[src/rtl/spi_cmd_pkg.sv]
// Shared constants, FSM state encodings and the address-advance helper for the SPI command sequencer.
package spi_cmd_pkg;

   localparam int        RW_BIT     = 7;
   localparam int        ADDR_W     = 7;
   localparam logic [7:0] IDLE_TDATA = 8'h00;

   typedef logic [2:0] state_t;

   localparam state_t ST_IDLE     = 3'd0;
   localparam state_t ST_CMD      = 3'd1;
   localparam state_t ST_FETCH    = 3'd2;
   localparam state_t ST_LOAD     = 3'd3;
   localparam state_t ST_DATA     = 3'd4;
   localparam state_t ST_WAIT_END = 3'd5;

   // The last implemented register wraps to 0; out-of-range addresses run on to 127 and wrap naturally.
   function automatic logic [ADDR_W-1:0] next_addr(input logic [ADDR_W-1:0] a,
                                                   input logic [ADDR_W:0]   num_regs);
      if ({1'b0, a} == num_regs - 1'b1)
         return '0;
      return a + 1'b1;
   endfunction

endpackage

[src/rtl/spi_cmd_sync.sv]
// Multi-flop synchroniser for one asynchronous level, with rise/fall pulses of the synchronised level.
module spi_cmd_sync
   import spi_cmd_pkg::*;
#(
   parameter int STAGES = 2
) (
   input  logic clk,
   input  logic din,
   output logic level,
   output logic rise,
   output logic fall
);

   logic [STAGES-1:0] chain;
   logic              prev;

   // No reset: after rst the chain already mirrors the pin, so no false edge is seen.
   always_ff @(posedge clk) begin
      chain <= {chain[STAGES-2:0], din};
      prev  <= chain[STAGES-1];
   end

   assign level = chain[STAGES-1];
   assign rise  = level & ~prev;
   assign fall  = ~level & prev;

endmodule

[src/rtl/spi_cmd_ctrl.sv]
// SPI frame to register-bank command sequencer (command byte, then auto-incrementing data bytes).
// Optional build macro SPI_CMD_WR_ECHO_EN: echo each received write byte back on spi_tdata.
module spi_cmd_ctrl
   import spi_cmd_pkg::*;
#(
   parameter int NUM_REGS    = 32,
   parameter bit MLB         = 1'b1,
   parameter int SYNC_STAGES = 2
) (
   input  logic              clk,
   input  logic              rst,
   input  logic              ss,
   input  logic              spi_done,
   input  logic [7:0]        spi_rdata,
   output logic              spi_ten,
   output logic [7:0]        spi_tdata,
   output logic              spi_mlb,
   output logic              reg_wr,
   output logic              reg_rd,
   output logic [ADDR_W-1:0] reg_addr,
   output logic [7:0]        reg_wdata,
   input  logic [7:0]        reg_rdata,
   output logic              busy,
   output logic              frame_err
);

   localparam logic [ADDR_W:0] NREGS = (ADDR_W+1)'(NUM_REGS);

   logic              ss_lvl, frm_start, frm_end;
   logic              done_lvl, byte_stb, done_fall;
   state_t            state;
   logic              rw;
   logic [ADDR_W-1:0] addr, nxt, cmd_addr;
   logic              addr_ok, nxt_ok, cmd_ok;

   spi_cmd_sync #(.STAGES(SYNC_STAGES)) u_ss_sync (
      .clk(clk), .din(ss), .level(ss_lvl), .rise(frm_end), .fall(frm_start)
   );

   spi_cmd_sync #(.STAGES(SYNC_STAGES)) u_done_sync (
      .clk(clk), .din(spi_done), .level(done_lvl), .rise(byte_stb), .fall(done_fall)
   );

   assign cmd_addr = spi_rdata[ADDR_W-1:0];
   assign nxt      = next_addr(addr, NREGS);
   assign addr_ok  = {1'b0, addr} < NREGS;
   assign nxt_ok   = {1'b0, nxt} < NREGS;
   assign cmd_ok   = {1'b0, cmd_addr} < NREGS;
   assign spi_mlb  = MLB;
   assign busy     = (state != ST_IDLE);

   always_ff @(posedge clk) begin
      if (rst) begin
         // A frame still in progress after reset is ridden out in WAIT_END.
         state     <= ss_lvl ? ST_IDLE : ST_WAIT_END;
         spi_ten   <= 1'b0;
         spi_tdata <= IDLE_TDATA;
         reg_wr    <= 1'b0;
         reg_rd    <= 1'b0;
         reg_addr  <= '0;
         reg_wdata <= '0;
         frame_err <= 1'b0;
         rw        <= 1'b0;
         addr      <= '0;
      end else begin
         reg_wr <= 1'b0;
         reg_rd <= 1'b0;
         case (state)
            ST_IDLE: if (frm_start) begin
               state     <= ST_CMD;
               spi_tdata <= IDLE_TDATA;
               spi_ten   <= 1'b1;
            end
            ST_CMD: if (byte_stb) begin
               rw   <= spi_rdata[RW_BIT];
               addr <= cmd_addr;
               if (spi_rdata[RW_BIT]) begin
                  // Read strobe is issued during FETCH so reg_rdata is ready in LOAD.
                  reg_rd   <= cmd_ok;
                  reg_addr <= cmd_addr;
                  state    <= ST_FETCH;
               end else begin
                  state <= ST_DATA;
`ifdef SPI_CMD_WR_ECHO_EN
                  spi_tdata <= spi_rdata;
`endif
               end
            end
            ST_FETCH: state <= ST_LOAD;
            ST_LOAD: begin
               spi_tdata <= addr_ok ? reg_rdata : IDLE_TDATA;
               state     <= ST_DATA;
            end
            ST_DATA: if (byte_stb) begin
               addr <= nxt;
               if (rw) begin
                  reg_rd   <= nxt_ok;
                  reg_addr <= nxt;
                  state    <= ST_FETCH;
               end else begin
                  if (addr_ok) begin
                     reg_wr    <= 1'b1;
                     reg_addr  <= addr;
                     reg_wdata <= spi_rdata;
                  end else begin
                     frame_err <= 1'b1;
                  end
`ifdef SPI_CMD_WR_ECHO_EN
                  spi_tdata <= spi_rdata;
`endif
               end
            end
            default: ;
         endcase
         // Frame end wins over any state change above; a byte in the same clk is still committed.
         if (frm_end && state != ST_IDLE) begin
            state   <= ST_IDLE;
            spi_ten <= 1'b0;
         end
      end
   end

endmodule
[config.mk]
export PLATFORM = sky130hd
export DESIGN_NAME = spi_cmd_ctrl
export DESIGN_NICKNAME = d
export VERILOG_FILES = /design/src/rtl/spi_cmd_pkg.sv /design/src/rtl/spi_cmd_sync.sv /design/src/rtl/spi_cmd_ctrl.sv
export SDC_FILE = /design/constraint.sdc
export NUM_CORES = 1
export LEC_CHECK = 0
export CELL_PAD_IN_SITES_DETAIL_PLACEMENT = 1
export CELL_PAD_IN_SITES_GLOBAL_PLACEMENT = 1
export CORE_ASPECT_RATIO = 1.2
export CORE_MARGIN = 3
export CORE_UTILIZATION = 37
export CTS_CLUSTER_DIAMETER = 120
export DETAILED_ROUTE_END_ITERATION = 12
export GPL_ROUTABILITY_DRIVEN = 0
export PLACE_DENSITY_LB_ADDON = 0.1
export SLEW_MARGIN = 25
export SYNTH_ARGS = -nofsm -noshare
export SYNTH_HDL_FRONTEND = slang
export SYNTH_SLANG_ARGS = --single-unit
[constraint.sdc]
create_clock -name clk -period 2.4 [get_ports clk]
set_clock_uncertainty 0.2 [all_clocks]
set_input_delay 0.36 -clock clk [delete_from_list [all_inputs] [get_ports clk]]
set_output_delay 0.36 -clock clk [all_outputs]
set_load 0.005 [all_outputs]
Word level (Yosys, flattened, before mapping)
Index checks and enable logic that the tools add are counted.
Widths: inputs -> output; s select.
{"block": "classes", "n_reduce_logical": 16, "n_bitwise": 10, "n_mux": 30, "magnitude_cmp": 3, "eq_ne": 14, "n_addsub": 1}
{"cell": "$mux 7", "n": 9}
{"cell": "$pmux 7 s2", "n": 2}
{"cell": "$mux 3", "n": 8}
{"cell": "$lt 7x6->1 const B", "n": 3}
{"cell": "$mux 8", "n": 2}
{"cell": "$ne 4x4->1 const B", "n": 4}
{"cell": "$pmux 8 s2", "n": 1}
{"cell": "$pmux 3 s5", "n": 1}
{"cell": "$reduce_and 5->1", "n": 2}
{"cell": "$ne 2x2->1 const B", "n": 4}
{"cell": "$reduce_and 4->1", "n": 2}
{"cell": "$add 7x1->7 const B", "n": 1}
{"cell": "$eq 7x5->1 const B", "n": 1}
{"cell": "$not 1->1", "n": 7}
{"cell": "$reduce_bool 7->1", "n": 1}
{"cell": "$eq 3x2->1 const B", "n": 2}
{"cell": "$mux 1", "n": 6}
{"cell": "$reduce_and 2->1", "n": 3}
{"cell": "$reduce_bool 2->1", "n": 2}
{"cell": "$reduce_or 4->1", "n": 1}
{"cell": "$and 1x1->1", "n": 3}
{"cell": "$eq 3x1->1 const B", "n": 1}
{"cell": "$eq 3x3->1 const B", "n": 1}
{"cell": "$logic_not 3->1", "n": 1}
{"cell": "6 further kinds", "n": 6}
{"block": "totals", "in_bits": 20, "out_inout_bits": 29, "word_cells": 88, "regBits": 44}

Depth between registers and ports, before layout
Gate-level depths: netlist (run 1).
{"block": "depth", "word_depth": 7, "mapped_depth": 7}

Modules after synthesis
A second synthesis (run 1) with hierarchy kept.
{"block": "unflattened", "cells_unflattened": 231, "hier_area_um2": 2020.7}
{"module": "spi_cmd_ctrl", "instances": 1, "cells_each": 221, "area_per_inst_um2": 1870.5}
{"module": "spi_cmd_sync", "instances": 2, "cells_each": 5, "area_per_inst_um2": 75.1}

Least setup slack after synthesis (run 1)
No wires, ideal clock.
{"block": "synth_timing", "path_kind": "reg-to-reg", "from": "reg state[1]", "to": "reg reg_wdata[0]", "path_slack_ns": 0.295, "path_stages_with_launch": 7, "arrival_ns": 1.778, "cell_sequence": "edfxtp_1 -> or3b_1 -> buf_6 -> or4b_4 -> buf_6 -> mux2i_1 -> nor2_1"}
{"block": "synth_via", "elab_chain_len": 2}
{"element": "start, declared", "line_no": "spi_cmd_ctrl.sv:31", "text": "state_t state;"}
{"element": "start signal, assigned", "line_no": "spi_cmd_ctrl.sv:55", "text": "state <= ss_lvl ? ST_IDLE : ST_WAIT_END;"}
{"element": "$eq 3x3->1", "line_no": "spi_cmd_ctrl.sv:68", "text": "case (state)"}
{"element": "$reduce_and 4->1 (no source line)"}
{"element": "end signal, assigned", "line_no": "spi_cmd_ctrl.sv:104", "text": "reg_wdata <= spi_rdata;"}
{"element": "end, declared", "line_no": "spi_cmd_ctrl.sv:21", "text": "output logic [7:0] reg_wdata,"}
Every way passes these cells.
A chain may end at the register's enable or synchronous reset.

Worst setup path after layout (run 1)
{"block": "layout_timing", "from": "reg state[0]", "to": "out busy"}
{"block": "layout_via", "elab_chain_len": 1}
{"element": "$reduce_bool 3->1", "line_no": "spi_cmd_ctrl.sv:50", "text": "assign busy = (state != ST_IDLE);"}
{"element": "end, declared", "line_no": "spi_cmd_ctrl.sv:23", "text": "output logic busy,"}
Every way passes these cells.

==> results of run 1 <==
sequential cells by signal (all words and copies together) (netlist names):
signal and cells:
u_ss_sync.chain 2, addr 7, rw 1, spi_tdata 8, u_done_sync.chain 2, reg_wr 1
reg_addr 7, u_done_sync.prev 1, u_ss_sync.prev 1, spi_ten 1, reg_wdata 8, reg_rd 1
state 3, frame_err 1
worst max path at each step:
stage / cells past startpoint / start / slack [ns] / to
after detailed placement: 4 / state[0] / 0.24 / state[0]
after floorplan: 6 / state[1] / 0.29 / reg_wdata[0]
after global routing: 4 / state[0] / 0.08 / busy
after CTS: 4 / state[0] / 0.04 / busy
final: 4 / state[0] / 0.22 / busy
after global placement: 4 / state[0] / 0.28 / state[0]
cells in the final DEF, fill, tap and decap left out, drive strengths merged, types with 4 or more instances in the layout:
cell type       n
clkdlybuf4s50  47
dfxtp          41
nor2           33
nand2          16
a21oi          16
o21ai          13
buf            11
mux2i          10
a22oi           9
inv             8
nand3           7
nor2b           5
clkbuf          5
nand2b          4
a21o            4
nand4           4
layer usage:
layer / global-route usage, % / vias to the layer above / part of all wire (%) / routed length [µm]
li1: - / 972 / - / -
met4: 6.31 / 0 / 2.1 / 128
met2: 31.0 / 46 / 48 / 2940
met5: 0 / - / 0 / 0
met3: 4.66 / 10 / 4.0 / 247
met1: 27.4 / 982 / 46 / 2860
kinds of logic (layout without fill, tap and decap cells):
group | count (synthesis) | in the layout | synth area share, %
xor gates and xnor gates | 2 | 2 | 0.831
buffers and inverters | 26 | 73 | 5.93
and+or+nand+nor | 87 | 87 | 21.1
adders and majority gates | 1 | 1 | 0.593
muxes | 11 | 11 | 5.28
other | 1 | 1 | 0.178
AOI/OAI and AO/OA | 71 | 71 | 23.0
DFF | 44 | 44 | 43.2
final cells by class:
type / instances / area [µm²]
clock inverters: 3 / 41.3
repair buffers: 58 / 553
clock buffers: 5 / 68.8
flip-flops and latches: 44 / 911
multi-input cells: 173 / 1080
inverters: 7 / 26.3
well taps: 62 / 77.6
fillers: 646 / 2650
per-stage QoR:
stage                     area [µm²]  instances  worst slack (ns)  total power [mW]
after global placement          2640        344             0.281              1.87
final                           2760        352             0.217              2.46
after CTS                       2750        352            0.0395              2.47
after floorplan                 2110        243             0.295              1.53
after detailed placement        2640        344             0.244              1.89
after global routing            2760        352            0.0751              2.64
report_power, final:
part / switching (mW) / internal (mW)
combinational: 0.524 / 0.416
sequential: 0.0983 / 0.846
clock: 0.267 / 0.309
critical path, cell delays in order (launching register included):
cell and delay, ns:
edfxtp_1 0.40, buf_4 0.19, nor3_2 0.22, inv_1 0.07, clkdlybuf4s50_1 0.45
==> out/metrics.yaml, run 1 <==
worstMarginPinSlew_ns: 0.554
antenna_cells: 0
drt-vias-per-instance: 5.71
slew_headroom_pct: 63.1
first_global_vias: 2025
grt_antenna_before_repair: 0
clock_latency_ns: 0.29
die-area_um2: 6650
ys_ff_latch: 44
cts_root_buffer: "clkbuf_8"
numCtsBuffers: 5
crit_path_max_fanout: 10
rows: 29
synthTopCellsByCount: "dfxtp_1, nor2_1, a21oi_1, nand2_1"
yosys.area.top_type: "dfxtp_1"
firstDrtPassIters: 4
synth_cells: 243
cts_tree: "done"
grt_first_pass_wirelength_um: 10200
die-width_um: 74.9
initial_core_util_pct: 39.0
hold_class: "flip-flop to flip-flop"
syn_area_um2: 2110
end_kind: "output port"
finalSetupTns_ns: 0
finalHoldViolCount: 0
drc_errors: 0
cp.arrival_ns: 1.62
num_vias: 2010
worst_hold_slack_ns: 0.133
holdBufCountCts: 0
postCtsResizedCells: 0
min_from: "u_done_sync.chain[0]"
synth-edff-count: 3
area_delta_synth_final_pct: 30.7
grt_max_degree: 22
fp.coreArea_um2: 5410
leakagePower_nw: 1.05
setup_viol: 0
synth_cell_types: 55
crit_required_ns: 1.84
fin_crit_ns: 2.18
final_util_pct: 51.0
yosysMostFrequentCell: "dfxtp_1"
wirelength_um: 6180
synth_nets: 264
drt_iter0_drc: 128
synthArstFlopShare_pct: 0
cts_setup_buffers: 0
rsz0062_at_grt: "false"
worstRegToRegCells: 4
slew_viol_final: 0
power_density_nw_per_um2: 892
synth_warnings: 0
io_pins: 49
fmaxAchievable_mhz: 458
finalCritPeriodShare_pct: 91.0
rr_startpoint: "state[1]"
clock-sinks: 44
reg2reg_to: "reg_wdata[7]"
peakVddDrop_uv: 453
drv_cap: 0
seq_area_frac_synth_pct: 43.2
r2r_slack_ns: 0.29
clock_path_buffers: 2
hold_depth: 0
track_usage_pct: 20.0
status: "completed"
synth-main-ff-cell: "dfxtp_1"
fin_nets: 310
whs_endpoint: "u_done_sync.chain[1]"
critical_path_class: "flip-flop to output port"
grt_overflow: 0
avgRoutedWirePerCell_um: 17.5
synth_top_area_share_pct: 38.9
antenna_left: 0
synthTopCellsByArea: "dfxtp_1, nor2_1, mux2i_1"
syn_avg_cell_area_um2: 8.68
placement.io_buffers: 47
clk_pin_slew_ns: 0.09
cp-start-kind: "flip-flop"
cts_htree_levels: 2
dp_hpwl_um: 4370
drive_above_1_share_pct: 9.66
die_h_um: 88.7
Power figures use the tool's default switching activity.
==> inputs of run 2 (changes only) <==
Settings changed: GPL_ROUTABILITY_DRIVEN 0 to unset.
==> results of run 2 <==
The final DEF is identical to that of run 1; final timing and power are the same.
